<file path="config.mk">
export PLATFORM = sky130hd
export DESIGN_NAME = rand_pos_gen
export DESIGN_NICKNAME = d
export VERILOG_FILES = /design/src/rtl/rand_pos_gen.sv
export SDC_FILE = /design/constraint.sdc
export NUM_CORES = 1
export LEC_CHECK = 0
export ABC_AREA = 1
export BUFFER_PORTS_ARGS = -buffer_cell sky130_fd_sc_hd__buf_2
export CORE_UTILIZATION = 25
export CTS_CLUSTER_DIAMETER = 60
export DETAILED_ROUTE_END_ITERATION = 12
export PLACE_DENSITY = 0.48
export SLEW_MARGIN = 30
export SYNTH_ARGS = -nofsm -noshare
export SYNTH_HDL_FRONTEND = slang
export SYNTH_SLANG_ARGS = --single-unit
</file>
<file path="constraint.sdc">
create_clock -name i_clk -period 11.06 [get_ports i_clk]
set_input_delay 2.212 -clock i_clk [delete_from_list [all_inputs] [get_ports i_clk]]
set_output_delay 2.212 -clock i_clk [all_outputs]
set_load 0.03 [all_outputs]
</file>
<file path="src/rtl/rand_pos_gen.sv">
// Generates NUM_POS random (x, y) positions that keep a per-axis minimum
// distance from each other and from two exclusion points.
module rand_pos_gen #(
  parameter int unsigned NUM_POS   = 9,
  parameter int unsigned COORD_W   = 10,
  parameter int unsigned X_RANGE   = 320,
  parameter int unsigned Y_RANGE   = 180,
  parameter int unsigned MIN_DIST  = 32,
  parameter int unsigned MAX_TRIES = 64,
  parameter logic [15:0] SEED_X    = 16'h2019,
  parameter logic [15:0] SEED_Y    = 16'h1926
) (
  input  logic                       i_clk,
  input  logic                       i_rst,
  input  logic                       i_start,
  input  logic [COORD_W-1:0]         i_excl0_x,
  input  logic [COORD_W-1:0]         i_excl0_y,
  input  logic [COORD_W-1:0]         i_excl1_x,
  input  logic [COORD_W-1:0]         i_excl1_y,
  output logic [NUM_POS*COORD_W-1:0] o_pos_x,
  output logic [NUM_POS*COORD_W-1:0] o_pos_y,
  output logic [NUM_POS-1:0]         o_valid,
  output logic [3:0]                 o_count,
  output logic                       o_busy,
  output logic                       o_done,
  output logic                       o_data_ready,
  output logic                       o_fail
);

  localparam int unsigned IDX_W  = 5;
  localparam int unsigned CNT_W  = 4;
  localparam int unsigned TRY_W  = $clog2(MAX_TRIES + 1);
  localparam int unsigned DIST_W = COORD_W + 1;
  localparam logic [15:0] POLY   = 16'hB400;

  typedef enum logic [2:0] {
    S_IDLE,
    S_DRAW,
    S_CHECK,
    S_COMMIT,
    S_DONE
  } state_e;

  function automatic logic [15:0] lfsr_step(input logic [15:0] r);
    return (r >> 1) ^ (r[0] ? POLY : 16'h0000);
  endfunction

  state_e               state_q, state_d;
  logic [15:0]          seed_cnt_q, seed_cnt_d;
  logic [15:0]          lfsr_x_q, lfsr_x_d, lfsr_y_q, lfsr_y_d;
  logic [COORD_W-1:0]   cx_q, cx_d, cy_q, cy_d;
  logic [IDX_W-1:0]     idx_q, idx_d;
  logic [CNT_W-1:0]     slot_q, slot_d;
  logic [TRY_W-1:0]     tries_q, tries_d;
  logic [COORD_W-1:0]   e0x_q, e0x_d, e0y_q, e0y_d, e1x_q, e1x_d, e1y_q, e1y_d;
  logic [COORD_W-1:0]   pos_x_q [NUM_POS];
  logic [COORD_W-1:0]   pos_x_d [NUM_POS];
  logic [COORD_W-1:0]   pos_y_q [NUM_POS];
  logic [COORD_W-1:0]   pos_y_d [NUM_POS];
  logic [NUM_POS-1:0]   valid_q, valid_d;
  logic [CNT_W-1:0]     count_q, count_d;
  logic                 busy_q, busy_d, done_q, done_d, ready_q, ready_d, fail_q, fail_d;

  logic [COORD_W-1:0]   px_c, py_c;
  logic [DIST_W-1:0]    ax_c, bx_c, ay_c, by_c, dx_c, dy_c;
  logic                 conflict_c;
  logic [15:0]          sx_c, sy_c;

  // Point under test for the current check index, and its per-axis distance.
  always_comb begin
    px_c = e0x_q;
    py_c = e0y_q;
    if (idx_q == IDX_W'(1)) begin
      px_c = e1x_q;
      py_c = e1y_q;
    end
    for (int k = 0; k < int'(NUM_POS); k++) begin
      if (idx_q == IDX_W'(k + 2)) begin
        px_c = pos_x_q[k];
        py_c = pos_y_q[k];
      end
    end
    ax_c = DIST_W'(cx_q);
    bx_c = DIST_W'(px_c);
    ay_c = DIST_W'(cy_q);
    by_c = DIST_W'(py_c);
    dx_c = (ax_c >= bx_c) ? (ax_c - bx_c) : (bx_c - ax_c);
    dy_c = (ay_c >= by_c) ? (ay_c - by_c) : (by_c - ay_c);
    conflict_c = (32'(dx_c) < MIN_DIST) && (32'(dy_c) < MIN_DIST);
    sx_c = lfsr_x_q ^ seed_cnt_q;
    sy_c = lfsr_y_q ^ seed_cnt_q;
  end

  // Next-state and output logic.
  always_comb begin
    state_d    = state_q;
    seed_cnt_d = seed_cnt_q + 16'd1;
    lfsr_x_d   = lfsr_x_q;
    lfsr_y_d   = lfsr_y_q;
    cx_d       = cx_q;
    cy_d       = cy_q;
    idx_d      = idx_q;
    slot_d     = slot_q;
    tries_d    = tries_q;
    e0x_d      = e0x_q;
    e0y_d      = e0y_q;
    e1x_d      = e1x_q;
    e1y_d      = e1y_q;
    pos_x_d    = pos_x_q;
    pos_y_d    = pos_y_q;
    valid_d    = valid_q;
    count_d    = count_q;
    fail_d     = fail_q;

    if (state_q == S_DRAW || state_q == S_CHECK || state_q == S_COMMIT) begin
      lfsr_x_d = lfsr_step(lfsr_x_q);
      lfsr_y_d = lfsr_step(lfsr_y_q);
    end

    case (state_q)
      S_IDLE, S_DONE: begin
        if (i_start) begin
          state_d  = S_DRAW;
          valid_d  = '0;
          count_d  = '0;
          fail_d   = 1'b0;
          e0x_d    = i_excl0_x;
          e0y_d    = i_excl0_y;
          e1x_d    = i_excl1_x;
          e1y_d    = i_excl1_y;
          slot_d   = '0;
          tries_d  = '0;
          lfsr_x_d = (sx_c == 16'h0000) ? SEED_X : sx_c;
          lfsr_y_d = (sy_c == 16'h0000) ? SEED_Y : sy_c;
        end
      end
      S_DRAW: begin
        cx_d    = COORD_W'((32'(lfsr_x_q) * X_RANGE) >> 16);
        cy_d    = COORD_W'((32'(lfsr_y_q) * Y_RANGE) >> 16);
        idx_d   = '0;
        state_d = S_CHECK;
      end
      S_CHECK: begin
        if (conflict_c) begin
          tries_d = tries_q + TRY_W'(1);
          if (tries_q == TRY_W'(MAX_TRIES - 1)) begin
            state_d = S_DONE;
            fail_d  = 1'b1;
          end else begin
            state_d = S_DRAW;
          end
        end else if (idx_q == IDX_W'(slot_q) + IDX_W'(1)) begin
          state_d = S_COMMIT;
        end else begin
          idx_d = idx_q + IDX_W'(1);
        end
      end
      S_COMMIT: begin
        for (int k = 0; k < int'(NUM_POS); k++) begin
          if (slot_q == CNT_W'(k)) begin
            pos_x_d[k] = cx_q;
            pos_y_d[k] = cy_q;
            valid_d[k] = 1'b1;
          end
        end
        count_d = count_q + CNT_W'(1);
        tries_d = '0;
        slot_d  = slot_q + CNT_W'(1);
        state_d = (slot_q == CNT_W'(NUM_POS - 1)) ? S_DONE : S_DRAW;
      end
      default: state_d = S_IDLE;
    endcase

    busy_d  = (state_d == S_DRAW) || (state_d == S_CHECK) || (state_d == S_COMMIT);
    done_d  = (state_d == S_DONE) && (state_q != S_DONE);
    ready_d = (state_d == S_DONE);
  end

  // State and output registers.
  always_ff @(posedge i_clk or posedge i_rst) begin
    if (i_rst) begin
      state_q    <= S_IDLE;
      seed_cnt_q <= '0;
      lfsr_x_q   <= SEED_X;
      lfsr_y_q   <= SEED_Y;
      cx_q       <= '0;
      cy_q       <= '0;
      idx_q      <= '0;
      slot_q     <= '0;
      tries_q    <= '0;
      e0x_q      <= '0;
      e0y_q      <= '0;
      e1x_q      <= '0;
      e1y_q      <= '0;
      for (int k = 0; k < int'(NUM_POS); k++) begin
        pos_x_q[k] <= '0;
        pos_y_q[k] <= '0;
      end
      valid_q    <= '0;
      count_q    <= '0;
      busy_q     <= 1'b0;
      done_q     <= 1'b0;
      ready_q    <= 1'b0;
      fail_q     <= 1'b0;
    end else begin
      state_q    <= state_d;
      seed_cnt_q <= seed_cnt_d;
      lfsr_x_q   <= lfsr_x_d;
      lfsr_y_q   <= lfsr_y_d;
      cx_q       <= cx_d;
      cy_q       <= cy_d;
      idx_q      <= idx_d;
      slot_q     <= slot_d;
      tries_q    <= tries_d;
      e0x_q      <= e0x_d;
      e0y_q      <= e0y_d;
      e1x_q      <= e1x_d;
      e1y_q      <= e1y_d;
      pos_x_q    <= pos_x_d;
      pos_y_q    <= pos_y_d;
      valid_q    <= valid_d;
      count_q    <= count_d;
      busy_q     <= busy_d;
      done_q     <= done_d;
      ready_q    <= ready_d;
      fail_q     <= fail_d;
    end
  end

  always_comb begin
    for (int k = 0; k < int'(NUM_POS); k++) begin
      o_pos_x[k*COORD_W +: COORD_W] = pos_x_q[k];
      o_pos_y[k*COORD_W +: COORD_W] = pos_y_q[k];
    end
  end

  assign o_valid      = valid_q;
  assign o_count      = count_q;
  assign o_busy       = busy_q;
  assign o_done       = done_q;
  assign o_data_ready = ready_q;
  assign o_fail       = fail_q;

endmodule
</file>
### Word level (Yosys, flattened, before mapping)

Cells that the tools add are included.

| word-level totals | value |
|---|---|
| register bits | 294 |
| input bits | 43 |
| output and inout port bits | 197 |
| logic and storage cells | 208 |

| operators by class | value |
|---|---|
| add/subtract/negate cells | 10 |
| $mul | 2 |
| order comparisons | 4 |
| eq/ne operators | 43 |
| mux-type cells | 62 |
| bitwise logic cells | 4 |
| reductions and logical operators | 38 |

Operators by type and width:

| kind | number |
|---|---|
| $mux W10 | 20 |
| $mux W16 | 10 |
| $reduce_and A3 Y1 | 11 |
| $logic_not A16 Y1 | 2 |
| $xor A15 B16 Y16 | 2 |
| $xor A16 B16 Y16 | 2 |
| $lt A11 B6 Y1 const B | 2 |
| $mul A16 B6 Y22 const B | 1 |
| $mux W11 | 2 |
| $reduce_and A2 Y1 | 11 |
| $pmux W7 S3 | 1 |
| $eq A5 B3 Y1 const B | 4 |
| $ne A2 B1 Y1 const B | 10 |
| $mul A16 B3 Y19 const B | 1 |
| $pmux W9 S2 | 1 |
| $add A16 B1 Y16 const B | 1 |
| $eq A4 B3 Y1 const B | 4 |
| $pmux W4 S2 | 2 |
| $eq A5 B4 Y1 const B | 3 |
| $mux W3 | 5 |
| $mux W7 | 2 |
| $eq A3 B2 Y1 const B | 4 |
| $mux W1 | 12 |
| $pmux W3 S4 | 1 |
| 34 further kinds | 49 |

### Longest topological paths before layout

Gate-level depths: netlist (run 1).

| logic depth | value |
|---|---|
| depth after elaboration | 20 |
| depth in mapped cells | 40 |
| gate-level depth less buffers | 36 |

### Least setup slack after synthesis (run 1)

OpenSTA, ideal clock, no wires.

| path | value |
|---|---|
| kind | register to register |
| start | register idx_q[1] |
| end | register tries_q[3] |
| arrival | 4.065 ns |
| setup slack | 6.878 ns |
| cell stages (with the launch flop) | 38 |
| period minus slack after synthesis | 4.182 ns |
| cell sequence | dfrtp_1 inv_1 ha_1 inv_1 nor2_4 nand2_2 buf_6 clkbuf_1 o21ai_0 nand2_1 o211ai_1 a31oi_1 o21bai_1 nand3_1 nand3_1 nand3_1 nand2_1 o21ai_0 (+2 left out) nand2_1 nor2_1 nand2_1 o21ai_2 inv_1 nand2_4 nand2_4 buf_6 nand2_1 nand2_1 nor2_1 nand3b_2 nor2_4 nand2_8 nand2_8 nand3_4 nand2_1 nand2_1 |

| between the ends | value |
|---|---|
| word-level cells in the longest chain between the ends | 17 |
| elaborated cells on any way between the ends | 43 |
| those cells by class | 4 x add/sub; 4 x order compare; 11 x eq/ne; 22 x mux; 2 x reduce/logical |

Ends and longest elaborated chain:

| what | RTL line | RTL |
|---|---|---|
| start, declared | 52 | `logic [IDX_W-1:0] idx_q, idx_d;` |
| start signal, assigned | 212 | `idx_q <= idx_d;` |
| $eq A5 B1 Y1 | 73 | `if (idx_q == IDX_W'(1)) begin` |
| $mux W10 | 73 |  |
| $mux W10 (9 in a row) | 78 | `if (idx_q == IDX_W'(k + 2)) begin` |
| $sub A10 B9 Y11, or another cell as far along | 87 | `dx_c = (ax_c >= bx_c) ? (ax_c - bx_c) : (bx_c - ax_c);` |
| $mux W11, on equally long branches | 87, 88 |  |
| $lt A11 B6 Y1 | 89 | `conflict_c = (32'(dx_c) < MIN_DIST) && (32'(dy_c) < MIN_DIST);` |
| $logic_and A1 B1 Y1 (*) | 89 |  |
| $ne A2 B2 Y1 (no source line) (*) | -- |  |
| $reduce_and A3 Y1 (no source line) (*) | -- |  |
| end signal, assigned | 214 | `tries_q <= tries_d;` |
| end, declared | 54 | `logic [TRY_W-1:0] tries_q, tries_d;` |

Every way passes the cells marked *; elsewhere a longest branch is shown, timed or not.
A chain may end at the register's enable or synchronous reset.

### Worst setup path after layout (run 1)

| path | value |
|---|---|
| start | register idx_q[0] |
| end | register tries_q[5] |

The elaborated chain is that of the path after synthesis.

==> key figures, run 1 <==
Clock network
  – Reg clk slew, reported paths: 0.06 ns
  – Clock root buffer master: clkbuf_16
  – Worst-Skew Late Latency: 0.54 ns
  – Hold_buf cts: 0
  – CTS tree: yes
  – Postcts setup bufs: 0
  – CTS Sinks: 294
  – Post_cts resized: 0
  – H-tree Lvls: 2
  – Max clock buf depth: 3
  – Inserted Clock Buffers: 36

Synth
  – Synth Instances: 2292
  – Dominant cells by area after synthesis: dfrtp_1, nand2_1, o21ai_0
  – Main synth FF type: dfrtp_1
  – Cell taking the most area after synthesis: dfrtp_1
  – Post-Synthesis Cell Area: 18230 sq um
  – Sequential share of the synthesized area: 0.4043
  – Area fraction of the dominant cell type after synthesis: 0.3899
  – Yosys warning count: 0
  – Async SR Flop Fraction: 1.000
  – Yosys cell types: 61
  – Post-synth EDFFs: 0
  – Syn Area/Cell: 7.953 sq um
  – #FFs+latches synth: 294

Floorplanning
  – Die outline area: 73990 sq um
  – Starting density of the core: 0.2537
  – Placeable Area: 71850 sq um
  – Die height: 272.0 microns
  – Row cnt: 98
  – Die width: 272.0 microns
  – Io pins: 240

Placement
  – Routability Congestion: 0.9116
  – Buffers on Ports: 212
  – Post-DP HPWL: 47.23 mm

Setup path
  – Slowest cell delay on critical path: 0.45 ns
  – CP arrival: 6.24 ns
  – WS Path Type: flop to flop
  – Worst-path fanout max: 23
  – Most frequent CP cell: nand2_1
  – CP max-delay cell: inv_1
  – Critical Path Source Type: flop
  – CP endpoint kind: flop
  – Worst path required time: 11.47 ns

Timing
  – # setup viols final: 0
  – Setup TNS: 0 ns
  – Hold Vio Cnt, Final: 0
  – Crit path time final: 5.825 ns
  – Fmax achieved: 171.7 MHz
  – Worst-margin pin slew: 0.8974 ns
  – Slew margin rel.: 0.4011
  – Pins Over Slew Limit: 0
  – Hold slack: 0.4668 ns
  – Final Skew: 0.02869 ns
  – RSZ-0062 raised after global routing: false
  – Final worst path period share: 0.5267

Run
  – Max cap viols: 0

Detailed routing
  – Final WL: 63.56 mm
  – DR iter-0 viols: 1414
  – Post-route DRC: 0
  – Routed vias: 15980
  – Pre-antenna DRT Iters: 6
  – DR vias/cell: 4.648
  – Final ANT Viol Nets: 0
  – Routed wire per std cell: 18.49 microns

Hold path
  – Min-Delay Path Class: flop to flop

Cells and area
  – Most frequent cells in the layout: nand2_1, dfrtp_1, o21ai_0, inv_1, buf_2
  – # nets final: 2639
  – Synthesis-to-finish area growth: 17.26%
  – Layout cells sized above 1: 0.1460
  – Core Util, Final: 0.2975
  – Commonest non-fill, non-tap cell in the layout: nand2_1

Global routing
  – M2 GR Usage: 0.2650
  – Vias in the first global route: 15740
  – Gr busiest metal: met2
  – Global Route met3 Usage: 0.02707
  – Tot GR Track Use: 0.1710
  – Initial antenna violation count: 0
  – Largest net degree at the start of global routing: 144
  – Global route overflow: 0
  – Grt met1 use: 0.2454
  – Global-route wire length before repair: 97.73 mm

Status
  – Run status: complete, no violations
## Yosys cell counts, drive strengths merged (4+ instances only)
| library cell | number |
|---|---|
| a21oi | 114 |
| a221o | 7 |
| a221oi | 7 |
| a22oi | 4 |
| a31oi | 8 |
| buf | 41 |
| clkbuf | 86 |
| clkinv | 12 |
| dfrtp | 284 |
| dfstp | 10 |
| fa | 25 |
| ha | 112 |
| inv | 263 |
| mux2i | 4 |
| nand2 | 637 |
| nand3 | 78 |
| nand3b | 7 |
| nand4 | 34 |
| nor2 | 104 |
| nor3 | 5 |
| o211ai | 24 |
| o21ai | 287 |
| o21bai | 12 |
| o22ai | 13 |
| or2 | 12 |
| xnor2 | 27 |
| xor2 | 51 |
## worst paths after layout
check                         start     endpoint  slack [ns]  depth (start not counted)
setup / recovery           idx_q[0]   tries_q[5]        5.24                         34
hold / removal             e1y_q[3]     e1y_q[3]        0.47                          2
setup reg to reg           idx_q[0]   tries_q[5]        5.24                         34
hold reg to reg            e1y_q[3]     e1y_q[3]        0.47                          2
max in group asynchronous     i_rst  o_pos_y[71]        7.85                          3
min in group asynchronous     i_rst     e1y_q[8]        1.82                          2
## per-layer routing
layer	up-vias	share of wire
met5	-	0
met4	0	0.024
met3	72	0.057
met2	465	0.44
met1	7685	0.48
li1	7758	-
## worst max-delay path, delay by kind of cell, from the launching register on
family / cells / cell delay (ns)
DFF: 1 / 0.44
muxes: 1 / 0.22
and+or+nand+nor: 21 / 2.49
adders and majority gates: 2 / 0.47
AOI/OAI and AO/OA: 7 / 1.43
buffers and inverters: 3 / 0.66
## state kept, by name, indices dropped and copies added (netlist names), 5 cells and up
| name | count |
|---|---|
| e1x_q | 10 |
| cx_q | 9 |
| lfsr_y_q | 16 |
| lfsr_x_q | 16 |
| e1y_q | 10 |
| e0y_q | 10 |
| seed_cnt_q | 16 |
| cy_q | 8 |
| e0x_q | 10 |
| o_pos_y | 72 |
| tries_q | 7 |
| idx_q | 5 |
| o_valid | 9 |
| o_pos_x | 81 |
## per-stage QoR
| stage | cells | worst slack (ns) | cell area (sq um) |
|---|---|---|---|
| after global placement | 3371 | 5.435 | 20110 |
| after CTS | 3436 | 5.372 | 21370 |
| final | 3438 | 5.235 | 21370 |
| after floorplan | 2318 | 0.7454 | 18330 |
| after detailed placement | 3371 | 5.385 | 20110 |
| after global routing | 3436 | 4.740 | 21370 |
## cells by family after synthesis
kind of cell	share of synthesized area
AND/OR/NAND/NOR	0.2081
AO/OA/AOI/OAI	0.1516
buffers and inverters	0.09171
flip-flops	0.4043
adder cells (fa/ha/maj)	0.1043
XOR/XNOR	0.03748
multiplexers	0.002197
other	0.0002057
## layout make-up
class,instances,area [sq um]
sequential,294,7370
antenna,2,5.005
timing repair buffer,230,1209
multi-input combinational,1622,9299
fill,7810,50480
tap,950,1189
clock inverter,17,252.7
inverter,275,1045
clock buffer,48,1006
Power of run 1 is left out: the tool's default activity adds up to more than one toggle a clock period on the data nets, which glitch-free logic cannot reach.
==> run 2: changes to the inputs <==
clock period = 5.9 ns   (was 11.06 ns; I/O delays follow)
==> run 2 against run 1 <==
  * Maximum frequency up 8.1%
  * Sequential share of layout area fell by 0.17 points
  * Routed wire length is 1.6% higher
  * Global-route usage grew 0.18 points
  * Worst setup slack lost 4.7 ns
  * Utilization grew 0.15 points
  * Clock-buffer cell count is 5 higher
  * Critical path type unchanged
  * Critical endpoint unchanged
==> key figures, run 2 (synthesis results as in run 1) <==
Status
  – Run status: complete, no violations

Clock network
  – CTS tree: yes
  – Inserted Clock Buffers: 37 (+2.8%)
  – Clock root buffer master: clkbuf_16
  – Max clock buf depth: 3 (unchanged)
  – CTS Sinks: 294 (unchanged)
  – H-tree Lvls: 2 (unchanged)
  – Worst-Skew Late Latency: 0.54 ns (about the same)
  – Hold_buf cts: 0 (unchanged)
  – Reg clk slew, reported paths: 0.06 ns (about the same)

Setup path
  – Most frequent CP cell: nand2_1
  – Worst path required time: 6.32 ns (-5.15 ns)
  – CP max-delay cell: dfrtp_1
  – CP arrival: 5.81 ns (-0.43 ns)
  – CP endpoint kind: flop
  – Reg2reg setup slack: 0.51 ns (-4.72 ns)
  – Slowest cell delay on critical path: 0.44 ns (about the same)
  – Buf/Inv on CP: 5 (+2)
  – Top Family by Delay on Critical Path: simple AND/OR/NAND/NOR gates
  – Critical Path Source Type: flop
  – Worst-path fanout max: 22 (-4.3%)
  – CP Depth: 34 (unchanged)
  – R2R cell count: 34 (unchanged)
  – WS Path Type: flop to flop

Timing
  – RSZ-0062 raised after global routing: false
  – Slew margin rel.: 0.3549 (-0.04614)
  – Final Skew: 0.03138 ns (+0.002697 ns)
  – Hold slack: 0.4655 ns (-0.001362 ns)
  – Fmax achieved: 185.6 MHz (+8.1%)
  – Final worst path period share: 0.9133 (+0.3867)
  – Hold Vio Cnt, Final: 0 (unchanged)
  – Worst-margin pin slew: 0.9676 ns (+0.07020 ns)
  – # setup viols final: 0 (unchanged)
  – Crit path time final: 5.389 ns (-0.4362 ns)
  – Pins Over Slew Limit: 0 (unchanged)
  – Setup TNS: 0 ns (unchanged)

Cells and area
  – Commonest non-fill, non-tap cell in the layout: nand2_1
  – Core Util, Final: 0.2990 (+0.001498)
  – Layout cells sized above 1: 0.1497 (+0.003642)
  – N_diodes: 0 (-2)
  – Max reg flops: 81 (unchanged)
  – Most frequent cells in the layout: nand2_1, dfrtp_1, o21ai_0, inv_1, buf_2
  – Synthesis-to-finish area growth: 17.85%
  – Post-route cell area: 21480 sq um (+0.50%)
  – # nets final: 2654 (+0.57%)

Global routing
  – Vias in the first global route: 15700 (-0.27%)
  – Global route overflow: 0 (unchanged)
  – Largest net degree at the start of global routing: 153 (+6.3%)
  – Initial antenna violation count: 0 (unchanged)
  – Global-route wire length before repair: 98.66 mm (+0.95%)
  – Tot GR Track Use: 0.1728 (+0.001844)

Detailed routing
  – Post-route DRC: 0 (unchanged)
  – Final WL: 64.55 mm (+1.6%)
  – DR iter-0 viols: 1469 (+3.9%)
  – DR vias/cell: 4.717 (+1.5%)
  – Final ANT Viol Nets: 0 (unchanged)
  – Routed vias: 16270 (+1.8%)
  – Routed wire per std cell: 18.71 microns (+1.2%)
  – Pre-antenna DRT Iters: 5 (-1)

Placement
  – Routability Congestion: 0.9089 (-0.30%)
  – Buffers on Ports: 212 (unchanged)
  – Post-DP HPWL: 48.27 mm (+2.2%)
  – Placement Cell Area: 20180 sq um (+0.36%)

Floorplanning
  – Placeable Area: 71850 sq um (unchanged)
  – Row cnt: 98 (unchanged)
  – Die outline area: 73990 sq um (unchanged)
  – Die height: 272.0 microns (unchanged)
  – Io pins: 240 (unchanged)
  – Starting density of the core: 0.2537 (unchanged)
  – Die width: 272.0 microns (unchanged)

Hold path
  – Hold depth: 2 (unchanged)
  – Min-Delay Path Class: flop to flop

Run
  – Max cap viols: 0 (unchanged)
[run 2: cell types whose count changed in the layout (fill, tap and decap cells not counted), sizes merged]
cell,before,now
clkbuf,48,53
diode,2,0
clkinvlp,4,2
clkinv,16,13
buf,230,244
inv,267,266
[run 2: worst paths after layout]
| kind | startpoint | end |
|---|---|---|
| setup / recovery | idx_q[1] | tries_q[5] |
| hold / removal | e1x_q[5] | e1x_q[5] |
| setup reg to reg | idx_q[1] | tries_q[5] |
| hold reg to reg | e1x_q[5] | e1x_q[5] |
| max in group asynchronous | i_rst | o_pos_x[63] |
| min in group asynchronous | i_rst | e0y_q[5] |
[run 2: timing repair]
item | in CTS | in global routing
setup endpoints to repair | 0 | 19
endpoints found under the hold margin | 0 | 0
buffers inserted | 0 | 4
gates resized for setup | 0 | 5
[run 2: layout make-up]
| cell class | count | area (sq um) |
|---|---|---|
| Sequential cell | 294 | 7370 |
| Inverter | 275 | 1046 |
| Tap cell | 950 | 1189 |
| Fill cell | 7703 | 50370 |
| Clock inverter | 11 | 210.2 |
| Timing Repair Buffer | 244 | 1318 |
| Clock buffer | 53 | 1036 |
| Multi-Input combinational cell | 1622 | 9314 |
[run 2: metrics by stage]
stage               std cells  setup WS, ns
floorplan                2318        0.8250
global placement         3381        0.1351
detailed placement       3381       0.09223
CTS                      3445       0.06869
global route             3449       0.04386
finish                   3449        0.5113
[run 2: metal layers]
metal | part of all wire | track usage
met5 | 0 | 0
met4 | 0.024 | 0.04391
met3 | 0.053 | 0.02054
met2 | 0.45 | 0.2703
met1 | 0.48 | 0.2510
[run 2: tightest hold or removal path: stages, from the launching register on]
cell	delay, ns
dfrtp_1	0.33
nand2_1	0.05
nand2_1	0.05
Power of run 2 is left out for the same reason.
